==> config.mk <==
export PLATFORM = sky130hd
export DESIGN_NAME = pwr_sync_gen
export DESIGN_NICKNAME = d
export VERILOG_FILES = /design/src/rtl/pwr_sync_gen.sv
export SDC_FILE = /design/constraint.sdc
export NUM_CORES = 1
export LEC_CHECK = 0
export BUFFER_PORTS_ARGS = -buffer_cell sky130_fd_sc_hd__buf_2
export CAP_MARGIN = 20
export CORE_AREA = 2 2 113 115
export CTS_CLUSTER_SIZE = 30
export DETAILED_ROUTE_END_ITERATION = 10
export DIE_AREA = 0 0 115 117
export PLACE_DENSITY_LB_ADDON = 0.1
export SLEW_MARGIN = 20
export SYNTH_ARGS = -nofsm -noshare
export SYNTH_HDL_FRONTEND = slang
export SYNTH_SLANG_ARGS = --single-unit
==> constraint.sdc <==
create_clock -name clk -period 12.4 [get_ports clk]
set_clock_uncertainty 0.2 [all_clocks]
set_input_delay 0.62 -clock clk [delete_from_list [all_inputs] [get_ports clk]]
set_output_delay 0.62 -clock clk [all_outputs]
set_load 0.02 [all_outputs]
==> src/rtl/pwr_sync_gen.sv <==
// Sync clock generator for the DC-DC converters: programmable period, two phase-offset
// outputs, double-buffered config applied at period boundaries, runt-free start/stop.
module pwr_sync_gen #(
  parameter int unsigned DIV_W         = 16,
  parameter int unsigned DEFAULT_DIV   = 100,
  parameter int unsigned DEFAULT_PHASE = 0
) (
  input  logic             clk,
  input  logic             rst,
  input  logic             en,
  input  logic [DIV_W-1:0] div_in,
  input  logic [DIV_W-1:0] phase_in,
  input  logic             cfg_load,
  output logic             sync_a,
  output logic             sync_d,
  output logic             active,
  output logic             period_tick,
  output logic             cfg_pending
);

  localparam logic [1:0] ST_IDLE  = 2'd0;
  localparam logic [1:0] ST_RUN   = 2'd1;
  localparam logic [1:0] ST_DRAIN = 2'd2;

  localparam logic [DIV_W-1:0] MIN_DIV = DIV_W'(4);

  logic [1:0]       r_state;
  logic [DIV_W-1:0] r_cnt;
  logic [DIV_W-1:0] r_div;
  logic [DIV_W-1:0] r_phase;
  logic [DIV_W-1:0] r_div_s;
  logic [DIV_W-1:0] r_phase_s;
  logic             r_pending;
  logic             r_sync_a;
  logic             r_sync_d;
  logic             r_active;
  logic             r_tick;

  logic [1:0]       w_state_nxt;
  logic [DIV_W-1:0] w_cnt_nxt;
  logic [DIV_W-1:0] w_div_nxt;
  logic [DIV_W-1:0] w_phase_nxt;
  logic [DIV_W-1:0] w_half;
  logic [DIV_W:0]   w_pd_sum;
  logic [DIV_W:0]   w_pd;
  logic [DIV_W-1:0] w_div_cap;
  logic [DIV_W-1:0] w_phase_cap;
  logic             w_wrap;
  logic             w_apply;
  logic             w_run_nxt;

  always_comb begin
    w_wrap      = (r_state != ST_IDLE) && (r_cnt == r_div - 1'b1);
    // Config applies at any period boundary (RUN or DRAIN) or at once while idle.
    w_apply     = r_pending && ((r_state == ST_IDLE) || w_wrap);
    w_div_nxt   = w_apply ? r_div_s   : r_div;
    w_phase_nxt = w_apply ? r_phase_s : r_phase;

    w_state_nxt = r_state;
    case (r_state)
      ST_IDLE:  if (en) w_state_nxt = ST_RUN;
      ST_RUN:   if (!en) w_state_nxt = ST_DRAIN;
      ST_DRAIN: begin
        if (en)          w_state_nxt = ST_RUN;
        else if (w_wrap) w_state_nxt = ST_IDLE;
      end
      default:  w_state_nxt = ST_IDLE;
    endcase

    if (r_state == ST_IDLE || w_wrap) w_cnt_nxt = '0;
    else                              w_cnt_nxt = r_cnt + 1'b1;

    w_run_nxt = (w_state_nxt != ST_IDLE);
    w_half    = w_div_nxt >> 1;
    w_pd_sum  = {1'b0, w_cnt_nxt} + {1'b0, w_phase_nxt};
    w_pd      = (w_pd_sum >= {1'b0, w_div_nxt}) ? w_pd_sum - {1'b0, w_div_nxt} : w_pd_sum;

    w_div_cap   = (div_in < MIN_DIV) ? MIN_DIV : div_in;
    w_phase_cap = (phase_in < w_div_cap) ? phase_in : '0;
  end

  always_ff @(posedge clk) begin
    if (rst) begin
      r_state   <= ST_IDLE;
      r_cnt     <= '0;
      r_div     <= DIV_W'(DEFAULT_DIV);
      r_phase   <= DIV_W'(DEFAULT_PHASE);
      r_div_s   <= DIV_W'(DEFAULT_DIV);
      r_phase_s <= DIV_W'(DEFAULT_PHASE);
      r_pending <= 1'b0;
      r_sync_a  <= 1'b0;
      r_sync_d  <= 1'b0;
      r_active  <= 1'b0;
      r_tick    <= 1'b0;
    end else begin
      r_state   <= w_state_nxt;
      r_cnt     <= w_cnt_nxt;
      r_div     <= w_div_nxt;
      r_phase   <= w_phase_nxt;
      // A load coinciding with an apply keeps pending set for the new shadow.
      r_pending <= cfg_load | (r_pending & ~w_apply);
      if (cfg_load) begin
        r_div_s   <= w_div_cap;
        r_phase_s <= w_phase_cap;
      end
      r_active  <= w_run_nxt;
      r_sync_a  <= w_run_nxt && (w_cnt_nxt < w_half);
      r_sync_d  <= w_run_nxt && (w_pd < {1'b0, w_half});
      r_tick    <= w_run_nxt && (w_cnt_nxt == w_div_nxt - 1'b1);
    end
  end

  assign sync_a      = r_sync_a;
  assign sync_d      = r_sync_d;
  assign active      = r_active;
  assign period_tick = r_tick;
  assign cfg_pending = r_pending;

endmodule

Yosys cells after proc, flatten, opt, wreduce, memory -nomap -nowiden
Cells that the tools add are included.

cells by class
  reduce and logical (&&, ||, !) cells = 9
  bitwise operators = 3
  equal/unequal tests = 4
  order comparisons = 5
  div/mod/pow operators = 0
  $add $sub $neg = 5
  shift operators = 0
  multiplexer cells = 11
  multipliers = 0

operator list
  cell                                                                           number
  16-bit 2-to-1 mux                                                              5
  16-bit equality test                                                           2
  16-bit by 1-bit subtractor with 16-bit output, second input constant           2
  16-bit by 16-bit adder with 17-bit output                                      1
  17-bit by 16-bit >= comparator with 1-bit output                               1
  17-bit by 15-bit less-than comparator with 1-bit output                        1
  17-bit 2-to-1 mux                                                              1
  17-bit by 16-bit subtractor with 17-bit output                                 1
  16-bit by 1-bit adder with 16-bit output, second input constant                1
  16-bit by 15-bit less-than comparator with 1-bit output                        1
  16-bit less-than comparator                                                    1
  16-bit by 3-bit less-than comparator with 1-bit output, second input constant  1
  2-bit 2-to-1 mux                                                               4
  2-bit one-hot mux with 3 select lines                                          1
  1-bit logical AND                                                              5
  2-bit nonzero test                                                             2
  2-bit by 1-bit equality test with 1-bit output, second input constant          1
  2-bit equality test, second input constant                                     1
  2-bit zero test                                                                1
  1-bit AND                                                                      1
  1-bit logical OR                                                               1
  1-bit inverter                                                                 1
  1-bit OR                                                                       1

word-level totals
  ROM bits = 0
  memories kept = 0
  register bits after elaboration = 87
  bits in latches = 0
  input bits = 36
  word-level logic and storage cells = 48
  memory bits (writable) = 0
  output and inout bits = 5

Longest topological paths before layout
Gate-level depths: netlist of run 1.

  word-level depth = 11
  mapped depth = 49
  depth with buffers taken out = 44

Worst setup path before layout of run 1
No wires, ideal clock.

  kind = register to register
  start = register r_div[0]
  end = register r_sync_d (netlist: sync_d)
  buffers on the path = 7
  cell stages (with the launch flop) = 49
  required time = 12105 ps
  clock period less this slack = 8902 ps
  setup slack = 3498 ps
  arrival = 8607 ps
  library setup time = 95 ps
  cells stage by stage = dfxtp_1 > buf_2 > inv_1 > ha_1 > nor3b_1 > and2_1 > xnor2_1 > o21ai_0 > a221o_1 > o31ai_4 > buf_6 > buf_2 > buf_2 > buf_2 > mux2i_1 > inv_1 > ha_1 > a21o_1 > [... 13 more ...] > a31o_2 > a211oi_1 > clkbuf_1 > clkbuf_1 > nand2_1 > o31ai_1 > ha_1 > a21oi_1 > nor2b_1 > o21ai_0 > nand2b_1 > a21oi_1 > nor2b_1 > o21ai_0 > nand2_1 > a221oi_1 > nand3_1 > a221oi_1

on the way
  longest elaborated chain between the ends = 11
  elaborated cells between the ends (all ways) = 18
  those cells by class = 3 x add/sub; 2 x order compare; 1 x eq/ne; 7 x mux; 5 x reduce/logical

RTL lines
  what                                                                                                                line  RTL
  start, declared                                                                                                     29    logic [DIV_W-1:0] r_div;
  start signal, assigned                                                                                              86    r_div <= DIV_W'(DEFAULT_DIV);
  start signal, assigned                                                                                              98    r_div <= w_div_nxt;
  16-bit by 1-bit subtractor with 16-bit output *                                                                     53    w_wrap = (r_state != ST_IDLE) && (r_cnt == r_div - 1'b1);
  16-bit equality test *                                                                                              53
  1-bit logical AND *                                                                                                 53
  1-bit logical OR *                                                                                                  55    w_apply = r_pending && ((r_state == ST_IDLE) || w_wrap);
  1-bit logical AND *                                                                                                 55
  16-bit 2-to-1 mux *                                                                                                 57    w_phase_nxt = w_apply ? r_phase_s : r_phase;
  net w_phase_nxt[1]                                                                                                  42    logic [DIV_W-1:0] w_phase_nxt;
  16-bit by 16-bit adder with 17-bit output *                                                                         75    w_pd_sum = {1'b0, w_cnt_nxt} + {1'b0, w_phase_nxt};
  17-bit by 16-bit subtractor with 17-bit output or 17-bit by 16-bit >= comparator with 1-bit output (tied branches)  76    w_pd = (w_pd_sum >= {1'b0, w_div_nxt}) ? w_pd_sum - {1'b0, w_div_nxt} : w_pd_sum;
  17-bit 2-to-1 mux *                                                                                                 76
  17-bit by 15-bit less-than comparator with 1-bit output *                                                           108   r_sync_d <= w_run_nxt && (w_pd < {1'b0, w_half});
  1-bit logical AND *                                                                                                 108
  end signal, assigned                                                                                                108
  end, declared                                                                                                       35    logic r_sync_d;

Mark *: on every way through the listed nets, which the timed path passes. The rest lies on a longest branch.
A chain may end at the register's enable or synchronous reset.

Final worst setup path of run 1
Ends and elaborated chain as after synthesis.

==> metrics list, run 1 <==
- Run status: finished, final reports clean
* R2r worst-path depth: 43
* RSZ-0062 raised after global routing: no
* Placed cell count: 1,061
- Critical path startpoint category: flip-flop
* Total global-route track usage: 32.59%
* Vias after detailed routing: 6,717
- Register bit total from synthesis: 87
- Setup slack closes at 2720 ps.
- The H-tree was split into 3 levels.
- The final layout contains routed wiring with a total length of 21,420 um.
- STA puts the critical path data required time at 12,460 ps.
* Top fanout value on the critical path: 19
* Synth Area in Adders: 14.25%
- The number of hold-slack violations in the final timing report is 0.
- Buffers on Ports: 40
* Tightest slew margin relative to the limit: 24.24%
- In the routed layout, each cell is associated on average with a via count of 6.237.
- Number of buffers on the longest clock path: 2
- For this run, the top clock speed supported by timing is 103.3 MHz.
* Worst hold margin: 273.0 ps
- Post-layout power: 0.7831 mW
* Number of antenna violations at the first check in global routing: 1
* Longest individual stage delay on the worst path: 690 ps
- Number of enable-type register cells in the synthesized netlist: 0
- The number of hold buffers added after CTS was 0.
* Length of routed wiring on met1: 8934 um
* CTS Sinks: 87
- Antenna-violating nets left: 0
- DPL Wire Length: 16,990 um
- The synthesized netlist occupies a cell area of 7131 um^2.
* Synth warnings: 0
- Filler Cell Count: 1,094
- For this design the top-level I/O count stands at 41.
- Count of standard-cell rows: 41
* Multiplexer share of the synthesized area: 5.106%
- Post-route clock period utilization: 78.06%
- FF+latch area: 1742 um^2
- CTS tree: yes
* P&R area growth vs syn: 9.247%
* Chip Width: 115 um
- Post-cts resize count: 0
- Kind of capture point of the worst setup path: flip-flop
- Actual slew at the worst max-slew pin: 1136 ps
* Pin count of the biggest net entering global routing: 70
- Slowest cell on crit path: o31ai_4
- Placed inst area: 7468 um^2
* Setup TNS Final: 0 ps
- Clock transition time at the flip-flop clock pins of the worst setup and hold paths: 60 ps
- Worst Setup Slack post-DPL: 2815 ps
* Area of the multi-input gates: 5065 um^2
* Max-slew violations: 0
- Count of cells along the worst hold path: 2
- Routed signal wires occupy layers up through met5.
* Worst-case vdd ir drop: 60.22 uV
- In this run, distinct cell masters in the synthesized netlist total 69.
* Post-Syn Area per Cell: 8.021 um^2
* Setup Buffers After CTS: 0
- In this run the number of cells on the critical path is 43.
* First-pass GRT wire length: 33,360 um
* Syn Inst Count: 889
* Number of detailed-routing iterations run before antenna repair: 7
- Cells with a size suffix above 1 make up 10.14% of the layout.
* Complex-gate fraction of the synthesized area: 17.56%
- TritonCTS Buffers: 9
- Dividing the detail-routed wire length by the instance count gives 19.89 um.
- Final weighted congestion of routability-driven global placement: 1.033
* Violation count after the first detailed-route iteration: 600
- The critical path in this run is classified as reg2reg.
- Detailed routing placed a total of 10,070 um of wire on met2.
- Setup violations remaining at the end of the flow were counted as 0.
* Total core area: 12,310 um^2
- For this run, the leading register cell type out of synthesis is dfxtp_1.
* Cell area after layout: 7790 um^2
* Total overflow reported by the global router: 0
- # DRC: 0
* Final cell count without fillers: 1,077
* Clock Root Buffer: clkbuf_16
- STA puts the critical path data arrival time at 9740 ps.
- At the end of the flow, the number of nets in the layout was 1,038.
- Total of max-cap violations: 0
- Fraction of the mapped netlist area in simple logic gates: 24.72%
- Summing the sequential cell areas from Yosys gives 24.43% of the chip area.
* Source-to-sink clock delay at the later pin of the worst-skew pair: 350 ps
* Minimum period implied by the final worst setup slack: 9680 ps
* Share of the core filled with cells in the final layout: 63.27%
- Class of the tightest hold or removal check: in2reg
- Diodes inserted: 0
* Family with the most delay on the worst path: compound AO/OA/AOI/OAI gates
- The number of buffers and inverters on the critical path is 4.
- After detailed routing, the met3 layer carries 1303 um of wire.
- Once the floorplan was initialized, standard cells occupied 57.92% of the core.
- After synthesis, the largest family of logic cells by area is simple AND/OR/NAND/NOR gates.
- When the netlist entered floorplanning its net count stood at 1,005.
- Summing the areas of all xor and xnor instances in the mapped netlist gives 9.317% of the synthesized area.
* Leakage power: 3.538 nW
- Area of the die: 13,460 um^2
- Die Span Y: 117 um
- Total power divided by cell area: 100.5 nW/um^2
- Async set-reset flop share out of synthesis: 0%
* Via count of the first global-routing pass: 6,385
[synth_stat cells (6+ instances only)]
| cell type | number | area [um^2] |
|---|---|---|
| ha_1 | 78 | 975.9 |
| inv_1 | 41 | 153.9 |
| xor2_1 | 27 | 236.5 |
| xnor2_1 | 47 | 411.6 |
| nand2b_1 | 15 | 93.84 |
| clkbuf_1 | 17 | 63.81 |
| nand3_1 | 29 | 145.1 |
| a21boi_0 | 7 | 52.55 |
| o21ai_0 | 37 | 185.2 |
| a22o_1 | 16 | 140.1 |
| o21a_1 | 8 | 60.06 |
| nor2b_1 | 30 | 187.7 |
| a21o_1 | 17 | 127.6 |
| a31oi_1 | 7 | 43.79 |
| nand2_1 | 94 | 352.8 |
| o211ai_1 | 6 | 45.04 |
| nor2_1 | 92 | 345.3 |
| nand4_1 | 17 | 106.4 |
| mux2i_1 | 33 | 330.3 |
| a21oi_1 | 40 | 200.2 |
| buf_1 | 6 | 22.52 |
| dfxtp_1 | 87 | 1742 |
| nor4_1 | 9 | 56.30 |
| buf_2 | 7 | 35.03 |
| a211oi_1 | 7 | 52.55 |
| nor3_1 | 30 | 150.1 |
[worst register-to-register path, delay by kind of cell (launching register included)]
| kind | cells | cell delay (ps) |
|---|---|---|
| multiplexers | 1 | 410 |
| AO/OA/AOI/OAI | 22 | 5020 |
| adder cells (fa/ha/maj) | 4 | 1090 |
| AND/OR/NAND/NOR | 10 | 1490 |
| flip-flops | 1 | 430 |
| buffers and inverters | 4 | 590 |
| XOR/XNOR | 2 | 360 |
[power breakdown]
part | switching (mW) | internal, mW
registers | 0.0124 | 0.290
logic | 0.108 | 0.0774
clock network | 0.113 | 0.182
total | 0.233 | 0.550
[kinds of logic after synthesis]
| group | after synthesis |
|---|---|
| simple gates | 353 |
| buf+inv | 75 |
| flops | 87 |
| compound gates | 183 |
| fa+ha+maj | 80 |
| mux | 36 |
| xor+xnor | 75 |
[routing by layer]
metal,vias up,GRT usage [%]
li1,3232,-
met1,3168,39.85
met2,235,53.33
met3,80,7.775
met4,2,17.51
met5,-,0
[placed cells by master (no fill, tap or decap), types with 30 or more instances in the layout]
master   synthesis  final
xnor2_1         47     47
nand2_1         94     94
nor3_1          30     30
o21ai_0         37     37
buf_2            7     40
mux2i_1         33     33
nor2b_1         30     30
ha_1            78     78
nor2_1          92     92
dfxtp_1         87     87
a21oi_1         40     40
inv_1           41     41
[cell type report]
| class | count | share of cell area [%] |
|---|---|---|
| clock buffers | 11 | 3.116 |
| clock inverters | 5 | 1.012 |
| inverters | 41 | 1.976 |
| multi-input cells | 727 | 65.02 |
| flip-flops and latches | 87 | 22.36 |
| well taps | 150 | 2.409 |
| repair buffers | 56 | 4.112 |
[worst paths after layout]
kind | start | to | slack (ps)
min reg2reg | r_phase_s[13] | r_phase_s[13] | 280
max | r_div[0] | sync_d | 2720
min | en | r_state[1] | 270
max reg2reg | r_div[0] | sync_d | 2720
[registers in the layout (all words and copies together) (netlist names), 2 cells and up]
register / flops
r_phase: 16
r_div_s: 16
r_phase_s: 16
r_cnt: 16
r_div: 16
r_state: 2
Note: power is estimated with default switching activity, not from simulation.
==> run 2, diff against run 1 <==
==> constraint.sdc (replaced) <==
create_clock -name clk -period 10 [get_ports clk]
set_clock_uncertainty 0.2 [all_clocks]
set_input_delay 0.5 -clock clk [delete_from_list [all_inputs] [get_ports clk]]
set_output_delay 0.5 -clock clk [all_outputs]
set_load 0.02 [all_outputs]
==> run 2 against run 1 <==
Net effect:
- register-to-register slack worse by 1800 ps
- flip-flop and latch count stayed put
- setup slack got worse by 1800 ps
- cell area fell by 0.71%
- clock power increased by 19%
- total power up 22%
- final cell count decreased by 0.65%
- non-clock buffer count is 7 lower
- fmax rose by 6.8%
- sequential power is 24% higher
- worst hold slack worse by 130 ps
- via count fell by 1.9%
- critical path type unchanged
- critical endpoint unchanged
- largest cell class unchanged
==> metrics list, run 2 (synthesized netlist as in run 1, its figures left out) <==
- Starting density of the core: 57.92% (unchanged)
- The area growth from synthesis to final layout is 8.475% (was 9.247%).
- The hold-fix buffer count after cts is 0 (unchanged).
- Pin count of the biggest net entering global routing: 71 (was 70)
- The kind of path behind the tightest hold check was in2reg (unchanged).
* Clock transition time at the flip-flop clock pins of the worst setup and hold paths: 70 ps (was 60 ps)
- Final WL: 21,070 um (was 21,420 um)
- The standard cell core area was 12,310 um^2 (unchanged).
* Minimum period implied by the final worst setup slack: 9066 ps (was 9680 ps)
- First-pass GRT wire length: 32,760 um (was 33,360 um)
- The remaining max-slew budget at the tightest pin was 33.02% (was 24.24%).
* Count of standard-cell rows: 41 (unchanged)
* R2r setup slk: 930 ps (was 2720 ps)
- Antenna-violating nets left: 0 (unchanged)
- Maximum clock frequency: 110.3 MHz (was 103.3 MHz)
* Diodes inserted: 0 (unchanged)
- The slowest cell on the critical path is or4_4 (was o31ai_4).
* Number of placed I/O pins: 41 (unchanged)
* Final weighted congestion of routability-driven global placement: 0.9734 (was 1.033)
- The reg-to-reg endpoint was sync_d (unchanged).
* Worst-case vdd ir drop: 100.5 uV (was 60.22 uV)
- The area after detailed placement was 7422 um^2 (was 7468 um^2).
* Worst R2R Start: r_div[3] (was r_div[0])
* Post-route clock period utilization: 90.66% (was 78.06%)
- The critical path depth is 41 (was 43).
- Cell area after layout: 7735 um^2 (was 7790 um^2)
- Met2 wire length: 10,030 um (was 10,070 um)
- DPL Wire Length: 16,780 um (was 16,990 um)
- Count of endpoints failing hold in the final timing report: 0 (unchanged)
- The max-capacitance violation count was 0 (unchanged).
- Total global-route track usage: 31.75% (was 32.59%)
- The number of iterations in the first detailed-routing pass is 5 (was 7).
- The required time of the worst setup path came to 10,060 ps (was 12,460 ps).
- Critical path capture point: sync_d (unchanged)
- Leading cell types in the layout, fill and taps excluded: nand2_1 (93), nor2_1 (92), dfxtp_1 (87) (was nand2_1 (94), nor2_1 (92), dfxtp_1 (87))
- Vias after detailed routing: 6,590 (was 6,717)
- The root buffer cell is clkbuf_16 (unchanged).
- The chip height came to 117 um (unchanged).
- The critical path launch point type is a flip-flop (unchanged).
- In this design, the critical path's most frequently occurring cell is a21oi_1.
- The most common cell after layout, fill and taps aside is nand2_1 (unchanged).
* Average routed wire per standard cell: 19.69 um (was 19.89 um)
- Buffers on Ports: 40 (unchanged)
- The clock tree from TritonCTS is yes (unchanged).
- Area of the die: 13,460 um^2 (unchanged)
* Chip Width: 115 um (unchanged)
- Level count of the clock H-tree: 3 (unchanged)
- The worst path setup slack after routing is 933.8 ps (was 2720 ps).
* Arrival @ worst endpoint: 9120 ps (was 9740 ps)
* Longest individual stage delay on the worst path: 610 ps (was 690 ps)
- Kind of capture point of the worst setup path: flip-flop (unchanged)
- Leakage power: 3.499 nW (was 3.538 nW)
- The number of clock sinks was 87 (unchanged).
* Max-slew violations: 0 (unchanged)
- Number of buffers on the longest clock path: 2 (unchanged)
- The post-route setup TNS is 0 ps (unchanged).
- The source-to-sink clock delay at the later pin of the worst-skew pair came to 350 ps (about the same).
- Setup Buffers After CTS: 0 (unchanged)
- The utilization after layout is 62.83% (was 63.27%).
- # DRC: 0 (unchanged)
- The number of buffers added by the clock tree synthesis step came to 9 (unchanged).
- The number of nets in the finished design came to 1,031 (was 1,038).
- Number of antenna violations at the first check in global routing: 0 (was 1)
- Worst hold margin: 147.2 ps (was 273.0 ps)
- Run status: finished, final reports clean (unchanged).
- Worst Path Class, Setup: reg2reg (unchanged)
* Placed cell count: 1,054 (was 1,061)
- R2r worst-path depth: 41 (was 43)
* Total power divided by cell area: 123.1 nW/um^2 (was 100.5 nW/um^2)
* Worst Setup Slack post-DPL: 912.8 ps (was 2815 ps)
- The origin of the worst setup path is r_div[3] (was r_div[0]).
- Total overflow reported by the global router: 0 (unchanged)
- The slew at the pin closest to its max-slew limit was 1001 ps (was 1136 ps).
- Via count of the first global-routing pass: 6,113 (was 6,385)
* Number of buffer and inverter stages on the critical path: 4 (unchanged)
- The cell family with the largest share of critical-path delay was compound AO/OA/AOI/OAI gates (unchanged).
* Setup violations, final: 0 (unchanged)
* Sum of met3 wire segment lengths after detailed routing: 1164 um (was 1303 um)
* Top layer used by detailed routing: met4 (was met5)
* Violation count after the first detailed-route iteration: 473 (was 600)
- Length of routed wiring on met1: 8969 um (was 8934 um)
* Post-layout power: 0.9524 mW (was 0.7831 mW)
* Top fanout value on the critical path: 34 (was 19)
- Drt via density: 6.159 (was 6.237)
- Share of final-layout standard cells stronger than drive strength 1: 9.891% (was 10.14%)
- The final non-filler cell total is 1,070 (was 1,077).
## run 2: worst min-delay path by stage
| stage | startpoint | to | cells after the start |
|---|---|---|---|
| finish | en | r_state[1] | 2 |
| global route | en | r_state[1] | 2 |
| CTS | en | r_state[1] | 2 |
| detailed placement | r_phase_s[4] | r_phase_s[4] | 1 |
| global placement | r_phase_s[14] | r_phase_s[14] | 1 |
| floorplan | r_phase_s[1] | r_phase_s[1] | 1 |
## run 2: layout make-up
cell class,count,area [um^2]
repair buffers,49,271.5
well taps,150,187.7
multi-input cells,727,5079
inverters,41,153.9
fillers,1075,4577
clock inverters,7,76.32
clock buffers,9,225.2
flip-flops and latches,87,1742
## run 2: repair_timing
item                       in CTS  in global routing
hold endpoints to repair        0                  0
resized for setup               0                  3
setup endpoints to repair       0                  1
## run 2: per-layer routing
layer	global-route usage (%)	vias to the layer above
li1	-	3226
met1	41.31	3078
met2	52.31	219
met3	4.428	67
met4	14.94	0
met5	0	-
## run 2: power breakdown
| group | internal [mW] | total (mW) | switching, mW |
|---|---|---|---|
| Combinational | 0.0945 | 0.226 | 0.131 |
| Clock | 0.196 | 0.350 | 0.154 |
| Sequential | 0.360 | 0.377 | 0.0169 |
## run 2: worst register-to-register path: cells and delay by family (launching register included)
family	cells	cell delay (ps)
adder cells (fa/ha/maj)	4	1130
XOR/XNOR	1	240
AND/OR/NAND/NOR	13	2090
multiplexers	1	260
buffers and inverters	4	850
flip-flops	1	440
AO/OA/AOI/OAI	18	3750
==> run 3, diff against run 2 <==
--- a/config.mk
+++ b/config.mk
@@ -11,6 +11,7 @@
 export CTS_CLUSTER_SIZE = 30
 export DETAILED_ROUTE_END_ITERATION = 10
 export DIE_AREA = 0 0 115 117
+export GPL_TIMING_DRIVEN = 0
 export PLACE_DENSITY_LB_ADDON = 0.1
 export SLEW_MARGIN = 20
 export SYNTH_ARGS = -nofsm -noshare
==> run 3 against run 2 <==
Net effect:
- clock-buffer cell count increased by 1
- sequential share of layout area shrank 0.73 points
- fmax down 5.1%
- critical path type unchanged
==> metrics list, run 3 (synthesized netlist as in run 1, its figures left out) <==
- Run status: finished, final reports clean (unchanged)
- The pin count of the biggest net entering global routing is 17 (was 71).
* Number of buffers on the longest clock path: 2 (unchanged)
- Average routed wire per standard cell: 20.79 um (was 19.69 um)
- The max-capacitance violation count came to 0 (unchanged).
* Worst Path Class, Setup: reg2reg (unchanged)
- Most common cell after layout, fill and taps aside: nand2_1 (unchanged)
- Reg power frac: 37.9% (was 39.5%)
- Arrival @ worst endpoint: 9600 ps (was 9120 ps)
* Share of power burned in the clock network: 37.1% (was 36.7%)
- Actual slew at the worst max-slew pin: 927.7 ps (was 1001 ps)
* TritonCTS Buffers: 9 (unchanged)
- The kind of end point of the critical path was a flip-flop (unchanged).
* Number of hold-repair buffers added at the cts stage: 0 (unchanged)
- The die width was 115 um (unchanged).
* Slowest cell on crit path: or4_4 (unchanged)
- The number of iterations in the first detailed-routing pass was 7 (was 5).
- Area of the multi-input gates: 5140 um^2 (was 5079 um^2)
* Tightest slew margin relative to the limit: 36.38% (was 33.02%)
* Diodes inserted: 0 (unchanged)
- The number of hold-slack violations in the final timing report came to 0 (unchanged).
- # DRC: 0 (unchanged)
- Total overflow reported by the global router: 0 (unchanged)
- The required time of the worst setup path is 10,050 ps (was 10,060 ps).
- Cell-internal power: 0.6671 mW (was 0.6506 mW)
- Violation count after the first detailed-route iteration: 556 (was 473)
- Total core area: 12,310 um^2 (unchanged)
* Filler Cell Count: 1,101 (was 1,075)
- The clock-pin slew reported for the worst setup and hold paths after clock tree synthesis came to 70 ps (about the same).
- Max-slew violations: 0 (unchanged)
- The count of final setup violators was 0 (unchanged).
- Switching Fraction: 32.44% (was 31.68%)
- Die Span Y: 117 um (unchanged)
- The initial core utilization was 57.92% (unchanged).
- Share of final-layout standard cells stronger than drive strength 1: 11.57% (was 9.891%)
- The number of primary I/O pins is 41 (unchanged).
* Maximum clock frequency: 104.7 MHz (was 110.3 MHz)
* Leakage power: 3.610 nW (was 3.499 nW)
- The final period demand of the worst path is 9553 ps (was 9066 ps).
* Area of the die: 13,460 um^2 (unchanged)
- Buffers on Ports: 39 (was 40)
* P&R area growth vs syn: 12.18% (was 8.475%)
* Class of the tightest hold or removal check: in2reg (unchanged)
- The number of nets in the finished design came to 1,062 (was 1,031).
* Level count of the clock H-tree: 3 (unchanged)
* Leading cell types in the layout, fill and taps excluded: nand2_1 (93), nor2_1 (92), dfxtp_1 (86) (was nand2_1 (93), nor2_1 (92), dfxtp_1 (87))
* Clock Root Buffer: clkbuf_16 (unchanged)
- NetSw: 0.3203 mW (was 0.3017 mW)
- FF+latch area: 1743 um^2 (was 1742 um^2)
- The global routing usage summed across all routing layers was 34.70% (was 31.75%).
* Post-route clock period utilization: 95.53% (was 90.66%)
- First-pass GRT wire length: 35,540 um (was 32,760 um)
- The worst path setup slack after routing is 446.5 ps (was 933.8 ps).
- Share of total power in combinational logic: 25.0% (was 23.7%)
* Worst Setup Slack post-DPL: -1165 ps (was 912.8 ps)
- The area after detailed placement came to 7513 um^2 (was 7422 um^2).
* Worst-case vdd ir drop: 111.0 uV (was 100.5 uV)
- The most frequent cell on the critical path is a21oi_1 (unchanged).
- The critical path launch point type is a flip-flop (unchanged).
- Antenna-violating nets left: 0 (unchanged)
- Final WL: 22,890 um (was 21,070 um)
* Total power divided by cell area: 123.4 nW/um^2 (was 123.1 nW/um^2)
- CTS tree: yes (unchanged)
- CTS Sinks: 87 (unchanged)
- Via count of the first global-routing pass: 6,653 (was 6,113)
* Count of standard-cell rows: 41 (unchanged)
- Longest individual stage delay on the worst path: 560 ps (was 610 ps)
* Drt via density: 6.302 (was 6.159)
* Number of antenna violations at the first check in global routing: 0 (unchanged)
- Top fanout value on the critical path: 19 (was 34)
- Worst hold margin: 142.2 ps (was 147.2 ps)
- Cell area after layout: 7999 um^2 (was 7735 um^2)
- Final weighted congestion of routability-driven global placement: 1.025 (was 0.9734)
* Source-to-sink clock delay at the later pin of the worst-skew pair: 360 ps (was 350 ps)
- DPL Wire Length: 18,170 um (was 16,780 um)
- Vias after detailed routing: 6,938 (was 6,590)
## run 3: cell count changes in the layout (fill, tap and decap cells not counted), moves of 3 or more
cell      previous run  this run
buf_4                8        11
buf_6                1         4
buf_1                0         6
clkbuf_1             0        12
## run 3: through the flow
step / setup TNS (ps) / power, mW / instances / utilization (%)
after CTS: 0 / 0.9791 / 1096 / 64.01
final: 0 / 0.9874 / 1101 / 64.97
after global placement: -790.1 / 0.6076 / 1078 / 61.03
after detailed placement: -1165 / 0.6138 / 1078 / 61.03
after global routing: -60.81 / 1.031 / 1101 / 64.97
after floorplan: 0 / 0.5423 / 889 / -
## run 3: final timing paths
path	cells after the start	slack, ps	endpoint	startpoint
hold reg to reg	1	280	r_phase_s[3]	r_phase_s[3]
hold / removal	2	140	r_state[1]	en
setup reg to reg	47	450	sync_d	r_div[3]
setup / recovery	47	450	sync_d	r_div[3]
## run 3: critical path: cells and delay by family (launching register included)
| kind | cells | cell delay (ps) |
|---|---|---|
| DFF | 1 | 330 |
| and+or+nand+nor | 12 | 1800 |
| AOI/OAI and AO/OA | 20 | 3770 |
| buffers and inverters | 9 | 1610 |
| muxes | 2 | 540 |
| adders and majority gates | 3 | 930 |
| xor gates and xnor gates | 1 | 240 |
## run 3: power groups by stage
stage          combinational [mW]  clock (mW)  sequential [mW]
2_1_floorplan               0.164           0            0.378
3_3_place_gp                0.227           0            0.380
3_5_place_dp                0.233           0            0.381
4_1_cts                     0.239       0.367            0.373
5_1_grt                     0.274       0.382            0.375
6_report                    0.247       0.366            0.374
## run 3: area by class of cell
class                      count  share of cell area [%]
buffer                        32                   2.471
clock buffer                  10                   2.988
clock inverter                 6                  0.9385
inverter                      41                   1.924
multi-input combinational    727                   64.26
sequential                    87                   21.79
tap                          150                   2.346
timing repair buffer          48                   3.285
## run 3: what timing repair did
item | 4_1_cts | 5_1_grt
setup buffers | 2 | 7
gates resized for setup | 14 | 20
endpoints found under the setup margin | 1 | 1
pin swaps | 2 | 4
## run 3: routing by layer
layer / routed length [um] / share of wire (%) / up-vias / track usage, %
li1: - / - / 3281 / -
met1: 9560 / 42 / 3319 / 43.81
met2: 10860 / 47 / 265 / 57.61
met3: 1488 / 6.5 / 73 / 5.510
met4: 984 / 4.3 / 0 / 17.75
met5: 0 / 0 / - / 0
